<file path="config.mk">
export PLATFORM = sky130hd
export DESIGN_NAME = lsu_axi_gen
export DESIGN_NICKNAME = d
export VERILOG_FILES = /design/src/rtl/lsu_pkg.sv /design/src/rtl/lsu_load_align.sv /design/src/rtl/lsu_axi_gen.sv
export SDC_FILE = /design/constraint.sdc
export NUM_CORES = 1
export LEC_CHECK = 0
export ABC_AREA = 0
export CORE_UTILIZATION = 35
export CTS_CLUSTER_DIAMETER = 60
export DETAILED_ROUTE_END_ITERATION = 16
export HOLD_SLACK_MARGIN = 0.15
export PLACE_DENSITY_LB_ADDON = 0.05
export SLEW_MARGIN = 20
export SYNTH_ARGS = -nofsm -noshare
export SYNTH_HDL_FRONTEND = slang
export SYNTH_SLANG_ARGS = --single-unit
</file>
<file path="constraint.sdc">
create_clock -name clk -period 2.1 [get_ports clk]
set_clock_uncertainty 0.15 [all_clocks]
set_input_delay 0.315 -clock clk [delete_from_list [all_inputs] [get_ports clk]]
set_output_delay 0.315 -clock clk [all_outputs]
set_load 0.03 [all_outputs]
</file>
<file path="src/rtl/lsu_pkg.sv">
`default_nettype none
// ============================================================================
// Module      : lsu_pkg
// Description : Shared types, funct3 codes, AXI size encodings and helper
//               functions for the parametrised load/store unit.
// Revision    : 1.0 - initial release
// ============================================================================
package lsu_pkg;

    typedef enum logic [2:0] {
        IDLE = 3'd0,
        RD_A = 3'd1,
        RD_D = 3'd2,
        WR   = 3'd3,
        WR_B = 3'd4,
        RESP = 3'd5
    } lsu_state_e;

    typedef enum logic [1:0] {
        ERR_OK       = 2'b00,
        ERR_MISALIGN = 2'b01,
        ERR_BUS      = 2'b10
    } lsu_err_e;

    // RISC-V load/store funct3 codes
    localparam logic [2:0] F3_B  = 3'b000;
    localparam logic [2:0] F3_H  = 3'b001;
    localparam logic [2:0] F3_W  = 3'b010;
    localparam logic [2:0] F3_D  = 3'b011;
    localparam logic [2:0] F3_BU = 3'b100;
    localparam logic [2:0] F3_HU = 3'b101;
    localparam logic [2:0] F3_WU = 3'b110;

    // AXI AxSIZE encodings
    localparam logic [2:0] AXSIZE_1B = 3'd0;
    localparam logic [2:0] AXSIZE_2B = 3'd1;
    localparam logic [2:0] AXSIZE_4B = 3'd2;
    localparam logic [2:0] AXSIZE_8B = 3'd3;

    // Illegal encodings are folded into the misaligned class so they never
    // reach the bus.
    function automatic logic lsu_misaligned(input logic [2:0] f3,
                                            input logic [2:0] addr_lo,
                                            input logic       is64);
        logic bad;
        case (f3)
            F3_B, F3_BU: bad = 1'b0;
            F3_H, F3_HU: bad = addr_lo[0];
            F3_W:        bad = (addr_lo[1:0] != 2'b00);
            F3_WU:       bad = !is64 || (addr_lo[1:0] != 2'b00);
            F3_D:        bad = !is64 || (addr_lo != 3'b000);
            default:     bad = 1'b1;
        endcase
        return bad;
    endfunction

    // Access size encoding depends only on the low two funct3 bits
    function automatic logic [2:0] lsu_axsize(input logic [2:0] f3);
        logic [2:0] sz;
        case (f3[1:0])
            2'b00:   sz = AXSIZE_1B;
            2'b01:   sz = AXSIZE_2B;
            2'b10:   sz = AXSIZE_4B;
            default: sz = AXSIZE_8B;
        endcase
        return sz;
    endfunction

    // Byte-enable pattern for an offset-zero access of the given size
    function automatic logic [7:0] lsu_size_mask(input logic [2:0] f3);
        logic [7:0] m;
        case (f3[1:0])
            2'b00:   m = 8'h01;
            2'b01:   m = 8'h03;
            2'b10:   m = 8'h0F;
            default: m = 8'hFF;
        endcase
        return m;
    endfunction

endpackage
`default_nettype wire

</file>
<file path="src/rtl/lsu_load_align.sv">
`default_nettype none
// ============================================================================
// Module      : lsu_load_align
// Description : Combinational load-lane select and sign/zero extension.
// Revision    : 1.0 - initial release
// ============================================================================
module lsu_load_align
    import lsu_pkg::*;
#(
    parameter int DATA_W = 32,
    parameter int OFF_W  = $clog2(DATA_W/8)
) (
    input  logic [DATA_W-1:0] i_data,
    input  logic [2:0]        i_func3,
    input  logic [OFF_W-1:0]  i_offset,
    output logic [DATA_W-1:0] o_result
);

    logic [DATA_W-1:0] w_lane;
    logic [63:0]       w_lane64;
    logic [63:0]       w_res64;
    logic              w_sext;

    // Bring the addressed byte lane down to bit 0; work in 64 bits so the
    // extension widths are the same for both bus widths.
    assign w_lane   = i_data >> {i_offset, 3'b000};
    assign w_lane64 = 64'(w_lane);
    assign w_sext   = !i_func3[2];

    // Extend the selected lane according to access size and signedness
    always_comb begin
        w_res64 = w_lane64;
        case (i_func3[1:0])
            2'b00:   w_res64 = {{56{w_sext & w_lane64[7]}},  w_lane64[7:0]};
            2'b01:   w_res64 = {{48{w_sext & w_lane64[15]}}, w_lane64[15:0]};
            2'b10:   w_res64 = {{32{w_sext & w_lane64[31]}}, w_lane64[31:0]};
            default: w_res64 = w_lane64;
        endcase
    end

    assign o_result = DATA_W'(w_res64);

endmodule
`default_nettype wire

</file>
<file path="src/rtl/lsu_axi_gen.sv">
`default_nettype none
// ============================================================================
// Module      : lsu_axi_gen
// Description : Parametrised AXI-Lite load/store unit (EXU -> WBU). One
//               request per handshake, one bus beat with real size/strobes,
//               misalignment trapped before any bus traffic.
//               Optional macro LSU_PERF_EN adds 32-bit performance counters.
// Revision    : 1.0 - initial release
// ============================================================================
module lsu_axi_gen
    import lsu_pkg::*;
#(
    parameter int DATA_W = 32,
    parameter int ADDR_W = 32
) (
    input  logic                clk,
    input  logic                rst,
    input  logic                req_valid,
    output logic                req_ready,
    input  logic                req_we,
    input  logic [2:0]          req_func3,
    input  logic [ADDR_W-1:0]   req_addr,
    input  logic [DATA_W-1:0]   req_wdata,
    output logic                rsp_valid,
    input  logic                rsp_ready,
    output logic [DATA_W-1:0]   rsp_rdata,
    output logic [1:0]          rsp_err,
    output logic [ADDR_W-1:0]   araddr,
    output logic [2:0]          arsize,
    output logic                arvalid,
    input  logic                arready,
    input  logic [DATA_W-1:0]   rdata,
    input  logic [1:0]          rresp,
    input  logic                rvalid,
    output logic                rready,
    output logic [ADDR_W-1:0]   awaddr,
    output logic [2:0]          awsize,
    output logic                awvalid,
    input  logic                awready,
    output logic [DATA_W-1:0]   wdata,
    output logic [DATA_W/8-1:0] wstrb,
    output logic                wvalid,
    input  logic                wready,
    input  logic [1:0]          bresp,
    input  logic                bvalid,
    output logic                bready
`ifdef LSU_PERF_EN
    ,
    output logic [31:0]         perf_loads,
    output logic [31:0]         perf_stores,
    output logic [31:0]         perf_stall_cycles,
    output logic [31:0]         perf_errs
`endif
);

    localparam int   OFF_W  = $clog2(DATA_W/8);
    localparam int   STRB_W = DATA_W/8;
    localparam logic IS_64  = (DATA_W == 64);

    lsu_state_e          r_state_q,     w_state_d;
    logic [ADDR_W-1:0]   r_addr_q,      w_addr_d;
    logic [2:0]          r_func3_q,     w_func3_d;
    logic                r_we_q,        w_we_d;
    logic [DATA_W-1:0]   r_wdata_q,     w_wdata_d;
    logic                r_aw_pend_q,   w_aw_pend_d;
    logic                r_w_pend_q,    w_w_pend_d;
    logic [DATA_W-1:0]   r_rsp_rdata_q, w_rsp_rdata_d;
    lsu_err_e            r_rsp_err_q,   w_rsp_err_d;
    logic [DATA_W-1:0]   w_load_data;
    logic [OFF_W-1:0]    w_offset;

    assign w_offset = r_addr_q[OFF_W-1:0];

    lsu_load_align #(
        .DATA_W (DATA_W),
        .OFF_W  (OFF_W)
    ) u_align (
        .i_data   (rdata),
        .i_func3  (r_func3_q),
        .i_offset (w_offset),
        .o_result (w_load_data)
    );

    // Next-state and request/response capture
    always_comb begin
        w_state_d     = r_state_q;
        w_addr_d      = r_addr_q;
        w_func3_d     = r_func3_q;
        w_we_d        = r_we_q;
        w_wdata_d     = r_wdata_q;
        w_aw_pend_d   = r_aw_pend_q;
        w_w_pend_d    = r_w_pend_q;
        w_rsp_rdata_d = r_rsp_rdata_q;
        w_rsp_err_d   = r_rsp_err_q;
        case (r_state_q)
            IDLE: begin
                if (req_valid) begin
                    w_addr_d  = req_addr;
                    w_func3_d = req_func3;
                    w_we_d    = req_we;
                    w_wdata_d = req_wdata;
                    if (lsu_misaligned(req_func3, req_addr[2:0], IS_64)) begin
                        w_state_d     = RESP;
                        w_rsp_err_d   = ERR_MISALIGN;
                        w_rsp_rdata_d = '0;
                    end else if (req_we) begin
                        w_state_d   = WR;
                        w_aw_pend_d = 1'b1;
                        w_w_pend_d  = 1'b1;
                    end else begin
                        w_state_d = RD_A;
                    end
                end
            end
            RD_A: begin
                if (arready) w_state_d = RD_A == RD_A ? RD_D : RD_D;
            end
            RD_D: begin
                if (rvalid) begin
                    w_state_d = RESP;
                    if (rresp inside {2'b10, 2'b11}) begin
                        w_rsp_err_d   = ERR_BUS;
                        w_rsp_rdata_d = '0;
                    end else begin
                        w_rsp_err_d   = ERR_OK;
                        // stores never return data
                        w_rsp_rdata_d = r_we_q ? '0 : w_load_data;
                    end
                end
            end
            WR: begin
                if (awready) w_aw_pend_d = 1'b0;
                if (wready)  w_w_pend_d  = 1'b0;
                if (!w_aw_pend_d && !w_w_pend_d) w_state_d = WR_B;
            end
            WR_B: begin
                if (bvalid) begin
                    w_state_d     = RESP;
                    w_rsp_rdata_d = '0;
                    w_rsp_err_d   = (bresp inside {2'b10, 2'b11}) ? ERR_BUS : ERR_OK;
                end
            end
            RESP: begin
                if (rsp_ready) w_state_d = IDLE;
            end
            default: w_state_d = IDLE;
        endcase
    end

    // State and datapath registers
    always_ff @(posedge clk) begin
        if (rst) begin
            r_state_q     <= IDLE;
            r_addr_q      <= '0;
            r_func3_q     <= '0;
            r_we_q        <= 1'b0;
            r_wdata_q     <= '0;
            r_aw_pend_q   <= 1'b0;
            r_w_pend_q    <= 1'b0;
            r_rsp_rdata_q <= '0;
            r_rsp_err_q   <= ERR_OK;
        end else begin
            r_state_q     <= w_state_d;
            r_addr_q      <= w_addr_d;
            r_func3_q     <= w_func3_d;
            r_we_q        <= w_we_d;
            r_wdata_q     <= w_wdata_d;
            r_aw_pend_q   <= w_aw_pend_d;
            r_w_pend_q    <= w_w_pend_d;
            r_rsp_rdata_q <= w_rsp_rdata_d;
            r_rsp_err_q   <= w_rsp_err_d;
        end
    end

    assign req_ready = (r_state_q == IDLE);
    assign rsp_valid = (r_state_q == RESP);
    assign rsp_rdata = r_rsp_rdata_q;
    assign rsp_err   = r_rsp_err_q;

    // Both address channels point at the bus-aligned word containing the access
    assign araddr  = {r_addr_q[ADDR_W-1:OFF_W], {OFF_W{1'b0}}};
    assign arsize  = lsu_axsize(r_func3_q);
    assign arvalid = (r_state_q == RD_A);
    assign rready  = (r_state_q == RD_D);

    assign awaddr  = {r_addr_q[ADDR_W-1:OFF_W], {OFF_W{1'b0}}};
    assign awsize  = lsu_axsize(r_func3_q);
    assign awvalid = (r_state_q == WR) && r_aw_pend_q;
    assign wvalid  = (r_state_q == WR) && r_w_pend_q;
    assign wdata   = r_wdata_q << {w_offset, 3'b000};
    assign wstrb   = STRB_W'(lsu_size_mask(r_func3_q)) << w_offset;
    assign bready  = (r_state_q == WR_B);

`ifdef LSU_PERF_EN
    logic [31:0] r_perf_loads_q,  w_perf_loads_d;
    logic [31:0] r_perf_stores_q, w_perf_stores_d;
    logic [31:0] r_perf_stall_q,  w_perf_stall_d;
    logic [31:0] r_perf_errs_q,   w_perf_errs_d;
    logic        w_rsp_hs;

    assign w_rsp_hs = (r_state_q == RESP) && rsp_ready;

    // Counter updates: completions on the response handshake, stalls per bus cycle
    always_comb begin
        w_perf_loads_d  = r_perf_loads_q;
        w_perf_stores_d = r_perf_stores_q;
        w_perf_stall_d  = r_perf_stall_q;
        w_perf_errs_d   = r_perf_errs_q;
        if (w_rsp_hs) begin
            if (r_we_q) w_perf_stores_d = r_perf_stores_q + 32'd1;
            else        w_perf_loads_d  = r_perf_loads_q + 32'd1;
            if (r_rsp_err_q != ERR_OK) w_perf_errs_d = r_perf_errs_q + 32'd1;
        end
        if (r_state_q inside {RD_A, RD_D, WR, WR_B}) w_perf_stall_d = r_perf_stall_q + 32'd1;
    end

    // Counter registers
    always_ff @(posedge clk) begin
        if (rst) begin
            r_perf_loads_q  <= '0;
            r_perf_stores_q <= '0;
            r_perf_stall_q  <= '0;
            r_perf_errs_q   <= '0;
        end else begin
            r_perf_loads_q  <= w_perf_loads_d;
            r_perf_stores_q <= w_perf_stores_d;
            r_perf_stall_q  <= w_perf_stall_d;
            r_perf_errs_q   <= w_perf_errs_d;
        end
    end

    assign perf_loads        = r_perf_loads_q;
    assign perf_stores       = r_perf_stores_q;
    assign perf_stall_cycles = r_perf_stall_q;
    assign perf_errs         = r_perf_errs_q;
`endif

endmodule
`default_nettype wire

</file>
==> results.rst, run 1 <==
.. list-table::
   :header-rows: 1

   * - Metric
     - Value
   * - Final wirelength
     - 17,550 microns
   * - Worst slew margin relative to its limit
     - 55.43%
   * - Number of DRC markers after the initial detailed-route iteration
     - approximately 260
   * - Initial cell density of the core
     - 36.13%
   * - Clock tree from TritonCTS
     - built
   * - Fraction of final layout cells with drive strength greater than 1
     - roughly a fifth
   * - Setup repair after global routing missed its margin
     - true
   * - Most frequent cells in the layout
     - 203 x sky130_fd_sc_hd__clkdlybuf4s50_1, 166 x sky130_fd_sc_hd__nand2_1, 103 x sky130_fd_sc_hd__dfxtp_1
   * - Run status
     - finished, final reports clean
   * - Min Clock Period, post-route
     - ~2100 ps
   * - Maximum Capacitance Violations
     - 0
   * - Area of the mapped netlist
     - about 5600 sq um
   * - Vias per std cell
     - between 4 and 5
   * - Iteration count of the initial detailed-routing pass
     - 5
   * - Clock sink count
     - 107
   * - CP Data Arrival Time
     - ~1600 ps
   * - Worst hold slack across all endpoints
     - 282.9 ps
   * - Post-DR wirelength/cell
     - around 16 microns
   * - Pwr/cell area
     - about 1100 nW/um^2
   * - Total vias in the final route
     - 5,502
   * - Path type of the worst setup path
     - flop to output pin
   * - Pwr Total
     - around 0.0093 W
   * - Antenna Nets Post-Route
     - 0
   * - Post-CTS clock slew at the launch and capture registers of the worst setup and hold paths
     - approximately 70 ps
   * - Root buf cell
     - sky130_fd_sc_hd__clkbuf_16
   * - Average cell area after synthesis
     - just under 8 sq um
   * - Count of synthesis-stage warnings from yosys
     - 0
   * - Largest net degree at the start of global routing
     - 41
   * - Post-Place Setup Slack
     - -192.6 ps
   * - Maximum operating frequency
     - ~480 MHz
   * - Number of rows created at floorplan
     - 45
   * - Area overhead of the layout relative to synthesis
     - 54.56%
   * - Port Buffers
     - about 250
   * - H-tree level count
     - 3
   * - Antenna violations before repair
     - 0
   * - Finish-stage setup viols
     - 0
   * - Worst setup SP type
     - flop
   * - Ports
     - between 200 and 300
   * - # nets final
     - 1,016
   * - Max Transition Viols Final
     - 0
   * - Slowest stage delay, CP
     - roughly 410 ps
   * - Gate count after technology mapping
     - around 700
   * - Vertical die dimension
     - 128.0 microns
   * - Post-synthesis mux area share
     - 7.952%
   * - Die Wd
     - between 100 and 150 microns
   * - Sort of element at the end of the critical path
     - output pin
   * - Ant. Diodes
     - 0
   * - Cell with the largest stage delay on the worst path
     - sky130_fd_sc_hd__dfxtp_4
   * - Flop and latch count out of synthesis
     - between 100 and 150
   * - Area inside the core boundary
     - around 15,000 sq um
   * - Endpoint required time on the critical path
     - around 1600 ps
   * - Number of enable-type register cells in the synthesized netlist
     - 0
   * - Number of remaining DRC errors
     - 0
   * - Detailed placer's ending HPWL
     - 12,550 microns
   * - Sequential element share of the synthesized area
     - between 30% and 40%
   * - Via count of the first global-routing pass
     - roughly 5,200
   * - Number of CTS-inserted buffers
     - 9
   * - Critical Path Fanout Max
     - 18
   * - Combinational family with the most area after synthesis
     - compound AO/OA/AOI/OAI gates
   * - Post-Synth XOR/XNOR Area
     - less than 1%
   * - GRT Overall Usage
     - a little over 20%
   * - Clock latency at the later pin of the worst-skew pair
     - 350 ps
   * - Area share of and/or/nand/nor cells after synthesis
     - between 10% and 20%
   * - Smallest setup slack after layout
     - around 16 ps
   * - CP cell instances
     - buf_12 > mux2i_2 > a21oi_2 > clkdlybuf4s15_2
   * - Area enclosed by the die boundary
     - around 16,000 sq um
   * - Total count of hold-check failures in the final report
     - 0
   * - Grt ovf
     - 0
   * - Post-synthesis share of cell area spent on full adders, half adders and majority gates
     - 0%
   * - Static leakage power
     - ~3.3 nW
   * - Post-synth top flop
     - sky130_fd_sc_hd__dfxtp_1
   * - Most common cell after layout, fill and taps aside
     - sky130_fd_sc_hd__clkdlybuf4s50_1
   * - IR drop worst, VDD
     - roughly 0.00057 V
   * - Slew @ Worst Pin
     - approximately 670 ps
   * - Class of the tightest hold or removal check
     - primary input to flop
   * - Proportion of synthesized flip-flops having asynchronous set or reset
     - 0%
   * - Distinct cell type count of the synthesized netlist
     - 47
   * - Final worst path period share
     - slightly below 100%
   * - Maximum clock insertion buffer count
     - 2
   * - Core occupancy in the finished layout
     - a little under three fifths
   * - Final weighted congestion in routability-driven placement
     - 0.8402
   * - Compound-cell area share of the yosys netlist
     - a little over a fifth
   * - Wire length of the first global-routing pass
     - between 20,000 and 30,000 microns
[registers in the layout (all words and copies together), names as in the netlist]
signal       count
r_func3_q        3
r_addr_q        32
r_state_q        3
r_we_q           1
r_w_pend_q       1
r_wdata_q       32
rsp_rdata       32
rsp_err          2
r_aw_pend_q      1
[power by group]
group	leakage [nW]	internal [W]	switching, W
logic	2.25	0.00210	0.00281
clock network	0.132	0.000842	0.000768
registers	0.874	0.00240	0.000374
total	3.26	0.00534	0.00395
[cells by family after synthesis]
group,after synthesis
AND/OR/NAND/NOR,224
AO/OA/AOI/OAI,198
buffers and inverters,130
flip-flops,107
multiplexers,42
XOR/XNOR,1
other,1
[Yosys cell counts, types with 2 or more instances]
master / number / share of area, %
sky130_fd_sc_hd__buf_1: 3 / 0.20
sky130_fd_sc_hd__nor2b_1: 12 / 1.4
sky130_fd_sc_hd__mux2_2: 7 / 1.4
sky130_fd_sc_hd__and2_1: 9 / 1.0
sky130_fd_sc_hd__nand2b_1: 3 / 0.34
sky130_fd_sc_hd__a211oi_1: 10 / 1.4
sky130_fd_sc_hd__a311oi_1: 2 / 0.32
sky130_fd_sc_hd__a21o_1: 2 / 0.27
sky130_fd_sc_hd__a22o_1: 24 / 3.8
sky130_fd_sc_hd__clkbuf_1: 31 / 2.1
sky130_fd_sc_hd__o21ai_0: 39 / 3.5
sky130_fd_sc_hd__a21oi_1: 100 / 9.0
sky130_fd_sc_hd__buf_4: 71 / 9.6
sky130_fd_sc_hd__nor3_1: 5 / 0.45
sky130_fd_sc_hd__buf_2: 15 / 1.4
sky130_fd_sc_hd__a21boi_0: 2 / 0.27
sky130_fd_sc_hd__buf_6: 3 / 0.61
sky130_fd_sc_hd__inv_1: 6 / 0.41
sky130_fd_sc_hd__o211ai_1: 7 / 0.95
sky130_fd_sc_hd__nor2_1: 12 / 0.81
sky130_fd_sc_hd__mux2i_1: 34 / 6.1
sky130_fd_sc_hd__and3_1: 5 / 0.56
sky130_fd_sc_hd__a2111oi_0: 2 / 0.32
sky130_fd_sc_hd__nand2_1: 170 / 11
sky130_fd_sc_hd__dfxtp_1: 107 / 39
[what timing repair did]
action	CTS	global route
buffers inserted	4	6
gates resized for setup	47	39
setup endpoints to repair	31	45
gates cloned	3	1
pin swaps	1	3
hold buffers	0	0
[area by class of cell]
cell class	count	area, sq um
Timing Repair Buffer	308	3033
Tap cell	211	264.0
Fill cell	1472	6787
Inverter	6	22.52
Clock buffer	11	242.7
Multi-Input combinational cell	471	2833
Clock inverter	5	37.54
Sequential cell	107	2152
[path summary, 6_finish.rpt]
check,from,end,slack [ps],cells after the start
worst max-delay path,r_addr_q[1]$_SDFFE_PP0P_,wdata[26],20,4
worst min-delay path,rst,rsp_rdata[1]$_SDFFE_PP0P_,280,3
worst max register to register,r_addr_q[1]$_SDFFE_PP0P_,rsp_rdata[15]$_SDFFE_PP0P_,90,6
worst min register to register,r_wdata_q[30]$_SDFFE_PP0P_,r_wdata_q[30]$_SDFFE_PP0P_,310,2
[critical path, delay by kind of cell (launching register included)]
kind | cells | cell delay [ps]
buffers and inverters | 2 | 470
flip-flops | 1 | 410
multiplexers | 1 | 290
AO/OA/AOI/OAI | 1 | 100
[routing by layer]
layer  wire [microns]  GRT usage, %
met1             7349         24.73
met2             8704         35.55
met3             1256         4.800
met4              237         8.028
met5                0             0
[stage by stage]
stage,instances,instance area (sq um),TNS (ps)
6_report,1119,8584,0
3_5_place_dp,1090,7948,-5013
4_1_cts,1113,8428,-32.84
2_1_floorplan,708,5612,-1.554
5_1_grt,1119,8584,-429.4
3_3_place_gp,1090,7948,-4542
Note: power is estimated with default switching activity, not from simulation.
==> inputs of run 2 (changes only) <==
Settings changed: CORE_UTILIZATION 35 to 40.
==> results.rst, run 2 (synthesis gave the netlist of run 1 again) <==
.. list-table::
   :header-rows: 1

   * - Metric
     - Value
   * - Number of CTS-inserted buffers
     - 9 (unchanged)
   * - Startpoint of the lowest-slack hold path
     - r_wdata_q[28]$_SDFFE_PP0P_
   * - M1 GR Usage
     - 27.32% (+2.6 points)
   * - Area inside the core boundary
     - 13,400 sq um (-13%)
   * - Post-Place Setup Slack
     - -194.6 ps (-1.956 ps)
   * - # nets final
     - 1,001 (-1.5%)
   * - Antenna violations before repair
     - 0 (unchanged)
   * - Total vias in the final route
     - 5,447 (-1.0%)
   * - Multi-input gate area
     - 2761 sq um (-2.5%)
   * - IR drop worst, VDD
     - 0.0006581 V (+15%)
   * - Ports
     - 260 (unchanged)
   * - Filler-free cell count of the finished design
     - 1,069 (-4.5%)
   * - Count of placed standard cells including taps
     - 1,048 (-3.9%)
   * - H-tree level count
     - 3 (unchanged)
   * - Area enclosed by the die boundary
     - 14,360 sq um (-12%)
   * - CP Data Arrival Time
     - 1640 ps (+20 ps)
   * - Worst R2R Setup Slack
     - 210 ps (+120 ps)
   * - Antenna Nets Post-Route
     - 0 (unchanged)
   * - Maximum operating frequency
     - 474.4 MHz (-1.1%)
   * - Via count of the first global-routing pass
     - 5,137 (-2.0%)
   * - Startpoint of the lowest-slack register-to-register path
     - r_addr_q[1]$_SDFFE_PP0P_
   * - Cell count of the worst reg-to-reg path
     - 5 (-1)
   * - Maximum Capacitance Violations
     - 0 (unchanged)
   * - Die Wd
     - 119.8 microns (-6.4%)
   * - Initial cell density of the core
     - 41.45% (+5.3 points)
   * - Port Buffers
     - 251 (unchanged)
   * - Global Route met2 Usage
     - 39.05% (+3.5 points)
   * - Ant. Diodes
     - 0 (unchanged)
   * - Cell count of the worst hold path
     - 2 (-1)
   * - Setup repair after global routing missed its margin
     - true
   * - Violated checks
     - setup timing
   * - # fillers
     - 1,187 (-19%)
   * - Post-DR wirelength/cell
     - 15.43 microns (-1.6%)
   * - Final wirelength
     - 16,500 microns (-6.0%)
   * - Min Clock Period, post-route
     - 2108 ps (+24.02 ps)
   * - Worst setup SP type
     - flop
   * - Final weighted congestion in routability-driven placement
     - 0.8454 (+0.62%)
   * - Smallest setup slack after layout
     - -7.712 ps (-24.02 ps)
   * - Grt ovf
     - 0 (unchanged)
   * - Root buf cell
     - sky130_fd_sc_hd__clkbuf_16
   * - Iteration count of the initial detailed-routing pass
     - 4 (-1)
   * - Met3 GRT Util
     - 5.561% (+0.76 points)
   * - Run status
     - finished with violations
   * - Most common cell after layout, fill and taps aside
     - sky130_fd_sc_hd__clkdlybuf4s50_1
   * - Total count of hold-check failures in the final report
     - 0 (unchanged)
   * - GRT Overall Usage
     - 22.62% (+2.0 points)
   * - Endpoint required time on the critical path
     - 1630 ps (about the same)
   * - Path type of the worst setup path
     - flop to output pin
   * - Class of the tightest hold or removal check
     - flop to flop
   * - Vias per std cell
     - 5.095 (+3.6%)
   * - Clock sink count
     - 107 (unchanged)
   * - Post-CTS clock slew at the launch and capture registers of the worst setup and hold paths
     - 70 ps (about the same)
   * - Clock latency at the later pin of the worst-skew pair
     - 350 ps (about the same)
   * - Hold_buf cts
     - 0 (unchanged)
   * - Worst slew margin relative to its limit
     - 62.10% (+6.7 points)
   * - Largest net degree at the start of global routing
     - 53 (+29%)
   * - Number of rows created at floorplan
     - 42 (-6.7%)
   * - Static leakage power
     - 3.120 nW (-4.2%)
   * - Maximum clock insertion buffer count
     - 2 (unchanged)
   * - Fraction of final layout cells with drive strength greater than 1
     - 16.46% (-2.5 points)
   * - Sort of element at the end of the critical path
     - output pin
   * - Vertical die dimension
     - 119.8 microns (-6.4%)
   * - Max Transition Viols Final
     - 0 (unchanged)
   * - Final worst path period share
     - 100.4% (+1.1 points)
   * - Pwr/cell area
     - 1112 nW/um^2 (+2.8%)
   * - Clock tree from TritonCTS
     - built
   * - Number of remaining DRC errors
     - 0 (unchanged)
   * - Terminus of the critical flop-to-flop path
     - rsp_rdata[21]$_SDFFE_PP0P_
   * - Wire length of the first global-routing pass
     - 25,670 microns (-2.8%)
   * - Number of DRC markers after the initial detailed-route iteration
     - 432 (+64%)
   * - Slew @ Worst Pin
     - 568.5 ps (-97.60 ps)
   * - Register area
     - 2153 sq um (about the same)
   * - Critical Path Fanout Max
     - 11 (-7)
   * - Hold-critical path endpoint
     - r_wdata_q[28]$_SDFFE_PP0P_
   * - Finish-stage setup viols
     - 1 (+1)
   * - Area overhead of the layout relative to synthesis
     - 49.13%
   * - Most frequent cells in the layout
     - 203 x sky130_fd_sc_hd__clkdlybuf4s50_1, 169 x sky130_fd_sc_hd__nand2_1, 102 x sky130_fd_sc_hd__dfxtp_1
   * - Detailed placer's ending HPWL
     - 11,900 microns (-5.2%)
   * - Most heavily used metal layer in global routing
     - met2
## run 2: cell count changes in the layout (fill, tap and decap cells not counted), moves of 3 or more
| cell | previous run | this run |
|---|---|---|
| sky130_fd_sc_hd__o21ai_2 | 7 | 0 |
| sky130_fd_sc_hd__o21ai_0 | 31 | 38 |
| sky130_fd_sc_hd__buf_6 | 6 | 2 |
| sky130_fd_sc_hd__nand2_2 | 4 | 1 |
| sky130_fd_sc_hd__buf_4 | 74 | 68 |
| sky130_fd_sc_hd__nand2_1 | 166 | 169 |
## run 2: final cells by class
type / count / share of cell area, %
Sequential cell: 107 / 26.00
Timing Repair Buffer: 293 / 34.05
Multi-Input combinational cell: 471 / 33.34
Tap cell: 176 / 2.659
Clock buffer: 12 / 3.097
Inverter: 6 / 0.2719
Clock inverter: 4 / 0.5891
## run 2: per-stage QoR
| stage | instance area (sq um) | power (W) | utilization, % | TNS [ps] | hold slack (ps) |
|---|---|---|---|---|---|
| after floorplan | 5612 | 0.005871 | - | -1.554 | 281.8 |
| after global placement | 7826 | 0.007332 | 58.40 | -5349 | 295.8 |
| after detailed placement | 7826 | 0.007397 | 58.40 | -6137 | 296.1 |
| after CTS | 8195 | 0.009176 | 61.16 | 0 | 305.8 |
| after global routing | 8283 | 0.009708 | 61.81 | -68.04 | 332.5 |
| final | 8283 | 0.009214 | 61.81 | -7.712 | 306.0 |
## run 2: how the worst max path moves through the flow
stage,from,endpoint,slack (ps),depth (start not counted)
after CTS,r_addr_q[1]$_SDFFE_PP0P_,wdata[24],6,4
final,r_addr_q[1]$_SDFFE_PP0P_,wdata[27],-8,5
after global placement,req_func3[2],rsp_rdata[23]$_SDFFE_PP0P_,-170,6
after global routing,r_addr_q[1]$_SDFFE_PP0P_,wdata[27],-60,5
after floorplan,r_addr_q[0]$_SDFFE_PP0P_,wdata[23],-2,4
after detailed placement,req_func3[2],rsp_err[0]$_SDFFE_PP0P_,-190,6
## run 2: routing by layer
layer | up-vias | wire, microns
met3 | 19 | 1220
met1 | 2534 | 6817
met5 | - | 0
met2 | 192 | 8203
met4 | 0 | 255
li1 | 2702 | -
## run 2: timing repair
item	in CTS	in global routing
cloned	0	1
endpoints found under the setup margin	33	27
gates resized for setup	38	17
setup buffers	3	1
## run 2: where the power goes
part	leakage (nW)	switching, W	total, W	internal [W]
Combinational	2.09	0.00274	0.00470	0.00196
Clock	0.153	0.000766	0.00176	0.000990
Sequential	0.874	0.000358	0.00275	0.00240
## run 2: worst max-delay path, stage by stage, from the launching register on
cell and delay, ps:
sky130_fd_sc_hd__dfxtp_4 420, sky130_fd_sc_hd__buf_12 170, sky130_fd_sc_hd__nor2b_1 60, sky130_fd_sc_hd__a211oi_1 290, sky130_fd_sc_hd__a21oi_2 70, sky130_fd_sc_hd__clkdlybuf4s15_2 290
==> inputs of run 3 (changes only) <==
Settings changed: SETUP_SLACK_MARGIN set to 0.2.
==> results.rst, run 3 (synthesis gave the netlist of run 1 again) <==
.. list-table::
   :header-rows: 1

   * - Metric
     - Value
   * - Path type of the worst setup path
     - flop to output pin
   * - Max Transition Viols Final
     - 0 (unchanged)
   * - Highest routed metal layer
     - met4
   * - GRT Overall Usage
     - 23.29% (+0.67 points)
   * - Post-Place Setup Slack
     - -201.4 ps (-6.775 ps)
   * - Total vias in the final route
     - 5,594 (+2.7%)
   * - Maximum Capacitance Violations
     - 0 (unchanged)
   * - IR drop worst, VDD
     - 0.0008180 V (+24%)
   * - Startpoint of the lowest-slack register-to-register path
     - r_addr_q[1]$_SDFFE_PP0P_
   * - Ant. Diodes
     - 0 (unchanged)
   * - # nets final
     - 1,024 (+2.3%)
   * - # fillers
     - 1,076 (-9.4%)
   * - Fraction of final layout cells with drive strength greater than 1
     - 24.02% (+7.6 points)
   * - Vertical die dimension
     - 119.8 microns (unchanged)
   * - Maximum operating frequency
     - 487.2 MHz (+2.7%)
   * - Final worst path period share
     - 97.75% (-2.6 points)
   * - Startpoint of the lowest-slack hold path
     - r_wdata_q[30]$_SDFFE_PP0P_
   * - Slew @ Worst Pin
     - 736.4 ps (+167.9 ps)
   * - Maximum clock insertion buffer count
     - 2 (unchanged)
   * - Core occupancy in the finished layout
     - 67.23% (+5.4 points)
   * - Worst setup SP type
     - flop
   * - DR WL met2
     - 8851 microns (+7.9%)
   * - Detailed placer's ending HPWL
     - 12,050 microns (+1.3%)
   * - H-tree level count
     - 3 (unchanged)
   * - Most frequent cells in the layout
     - 168 x sky130_fd_sc_hd__nand2_1, 168 x sky130_fd_sc_hd__clkdlybuf4s50_1, 101 x sky130_fd_sc_hd__dfxtp_1
   * - Area inside the core boundary
     - 13,400 sq um (unchanged)
   * - Area enclosed by the die boundary
     - 14,360 sq um (unchanged)
   * - Endpoint required time on the critical path
     - 1630 ps (about the same)
   * - Min Clock Period, post-route
     - 2053 ps (-54.99 ps)
   * - Initial cell density of the core
     - 41.45% (unchanged)
   * - Die Wd
     - 119.8 microns (unchanged)
   * - Static leakage power
     - 3.932 nW (+26%)
   * - Ports
     - 260 (unchanged)
   * - Wire length of the first global-routing pass
     - 26,410 microns (+2.9%)
   * - Number of remaining DRC errors
     - 0 (unchanged)
   * - Finish-stage setup viols
     - 0 (-1)
   * - Number of rows created at floorplan
     - 42 (unchanged)
   * - Grt ovf
     - 0 (unchanged)
   * - Cell count of the worst reg-to-reg path
     - 5 (unchanged)
   * - Final wirelength
     - 17,650 microns (+7.0%)
   * - Clock sink count
     - 107 (unchanged)
   * - Largest net degree at the start of global routing
     - 44 (-17%)
   * - Via count of the first global-routing pass
     - 5,290 (+3.0%)
   * - Class of the tightest hold or removal check
     - flop to flop
   * - Number of DRC markers after the initial detailed-route iteration
     - 350 (-19%)
   * - Run status
     - finished, final reports clean
   * - Port Buffers
     - 251 (unchanged)
   * - Critical Path Fanout Max
     - 9 (-2)
   * - Total count of hold-check failures in the final report
     - 0 (unchanged)
   * - Clock tree from TritonCTS
     - built
   * - Clock latency at the later pin of the worst-skew pair
     - 360 ps (about the same)
   * - Number of CTS-inserted buffers
     - 9 (unchanged)
   * - Antenna violations before repair
     - 0 (unchanged)
   * - Antenna Nets Post-Route
     - 0 (unchanged)
   * - Routed wire length on met3
     - 1258 microns (+3.1%)
   * - Critical path launch point
     - r_addr_q[1]$_SDFFE_PP0P_
   * - Root buf cell
     - sky130_fd_sc_hd__clkbuf_16
   * - Smallest setup slack after layout
     - 47.28 ps (+54.99 ps)
   * - Sort of element at the end of the critical path
     - output pin
   * - Post-CTS clock slew at the launch and capture registers of the worst setup and hold paths
     - 70 ps (about the same)
   * - CP Data Arrival Time
     - 1590 ps (-50 ps)
   * - Cell count of the worst hold path
     - 2 (unchanged)
   * - Iteration count of the initial detailed-routing pass
     - 4 (unchanged)
   * - Vias per std cell
     - 5.123 (+0.54%)
   * - Final weighted congestion in routability-driven placement
     - 0.8755 (+3.6%)
   * - WL met1
     - 7214 microns (+5.8%)
   * - Pwr/cell area
     - 1091 nW/um^2 (-1.9%)
   * - Post-DR wirelength/cell
     - 16.16 microns (+4.7%)
   * - Worst slew margin relative to its limit
     - 50.73% (-11 points)
   * - Area overhead of the layout relative to synthesis
     - 62.20%
   * - Setup repair after global routing missed its margin
     - true
run 3: cell count changes in the layout (fill, tap and decap cells not counted), sizes merged, moves of 2 or more:
| cell | before | now |
|---|---|---|
| clkdlybuf4s50 | 203 | 168 |
| dlymetal6s2s | 0 | 35 |
| buf | 76 | 105 |
| clkdlybuf4s15 | 6 | 2 |
| dlygate4sd2 | 6 | 2 |
| clkbuf | 14 | 11 |
| inv | 6 | 8 |
run 3: final timing paths:
path	endpoint	slack [ps]
worst max-delay path	wdata[20]	50
worst min register to register	r_wdata_q[30]$_SDFFE_PP0P_	310
worst max register to register	rsp_rdata[15]$_SDFFE_PP0P_	160
worst min-delay path	r_wdata_q[30]$_SDFFE_PP0P_	310
run 3: per-layer routing:
layer	vias to the layer above	global-route usage, %
met5	-	0
met4	0	7.109
met3	23	6.369
met2	213	40.57
li1	2737	-
met1	2621	27.71
run 3: worst max-delay path, cell delays in order, from the launching register on:
cell	delay, ps
sky130_fd_sc_hd__dfxtp_4	430
sky130_fd_sc_hd__buf_12	170
sky130_fd_sc_hd__mux2i_4	270
sky130_fd_sc_hd__buf_4	160
sky130_fd_sc_hd__o21ai_4	60
sky130_fd_sc_hd__buf_6	140
run 3: per-stage QoR:
stage / std cells / cell area, sq um / power [W] / hold slack [ps] / TNS, ps
after floorplan: 708 / 5697 / 0.005961 / 281.8 / 0
after global placement: 1050 / 7948 / 0.007443 / 295.3 / -5779
after detailed placement: 1050 / 7950 / 0.007522 / 295.2 / -5345
after CTS: 1078 / 8642 / 0.009589 / 304.9 / -15.09
after global routing: 1092 / 9009 / 0.01032 / 321.3 / 0
final: 1092 / 9009 / 0.009831 / 308.1 / 0
run 3: power by group:
part	switching [W]	leakage [nW]	internal [W]
registers	0.000405	0.875	0.00240
clock network	0.000808	0.143	0.000851
logic	0.00299	2.91	0.00238
run 3: what timing repair did:
| item | 4_1_cts | 5_1_grt |
|---|---|---|
| pin swaps | 15 | 7 |
| hold buffers | 0 | 0 |
| gates resized for setup | 126 | 88 |
| gates cloned | 2 | 2 |
| endpoints found under the setup margin | 65 | 105 |
| setup buffers | 10 | 12 |
run 3: area by class of cell:
class / count / area, sq um / share of cell area, %
well taps: 176 / 220.2 / 2.444
inverters: 6 / 22.52 / 0.2500
clock inverters: 6 / 48.80 / 0.5417
multi-input cells: 473 / 3075 / 34.14
clock buffers: 10 / 239.0 / 2.653
flip-flops and latches: 107 / 2160 / 23.97
repair buffers: 314 / 3243 / 36.00
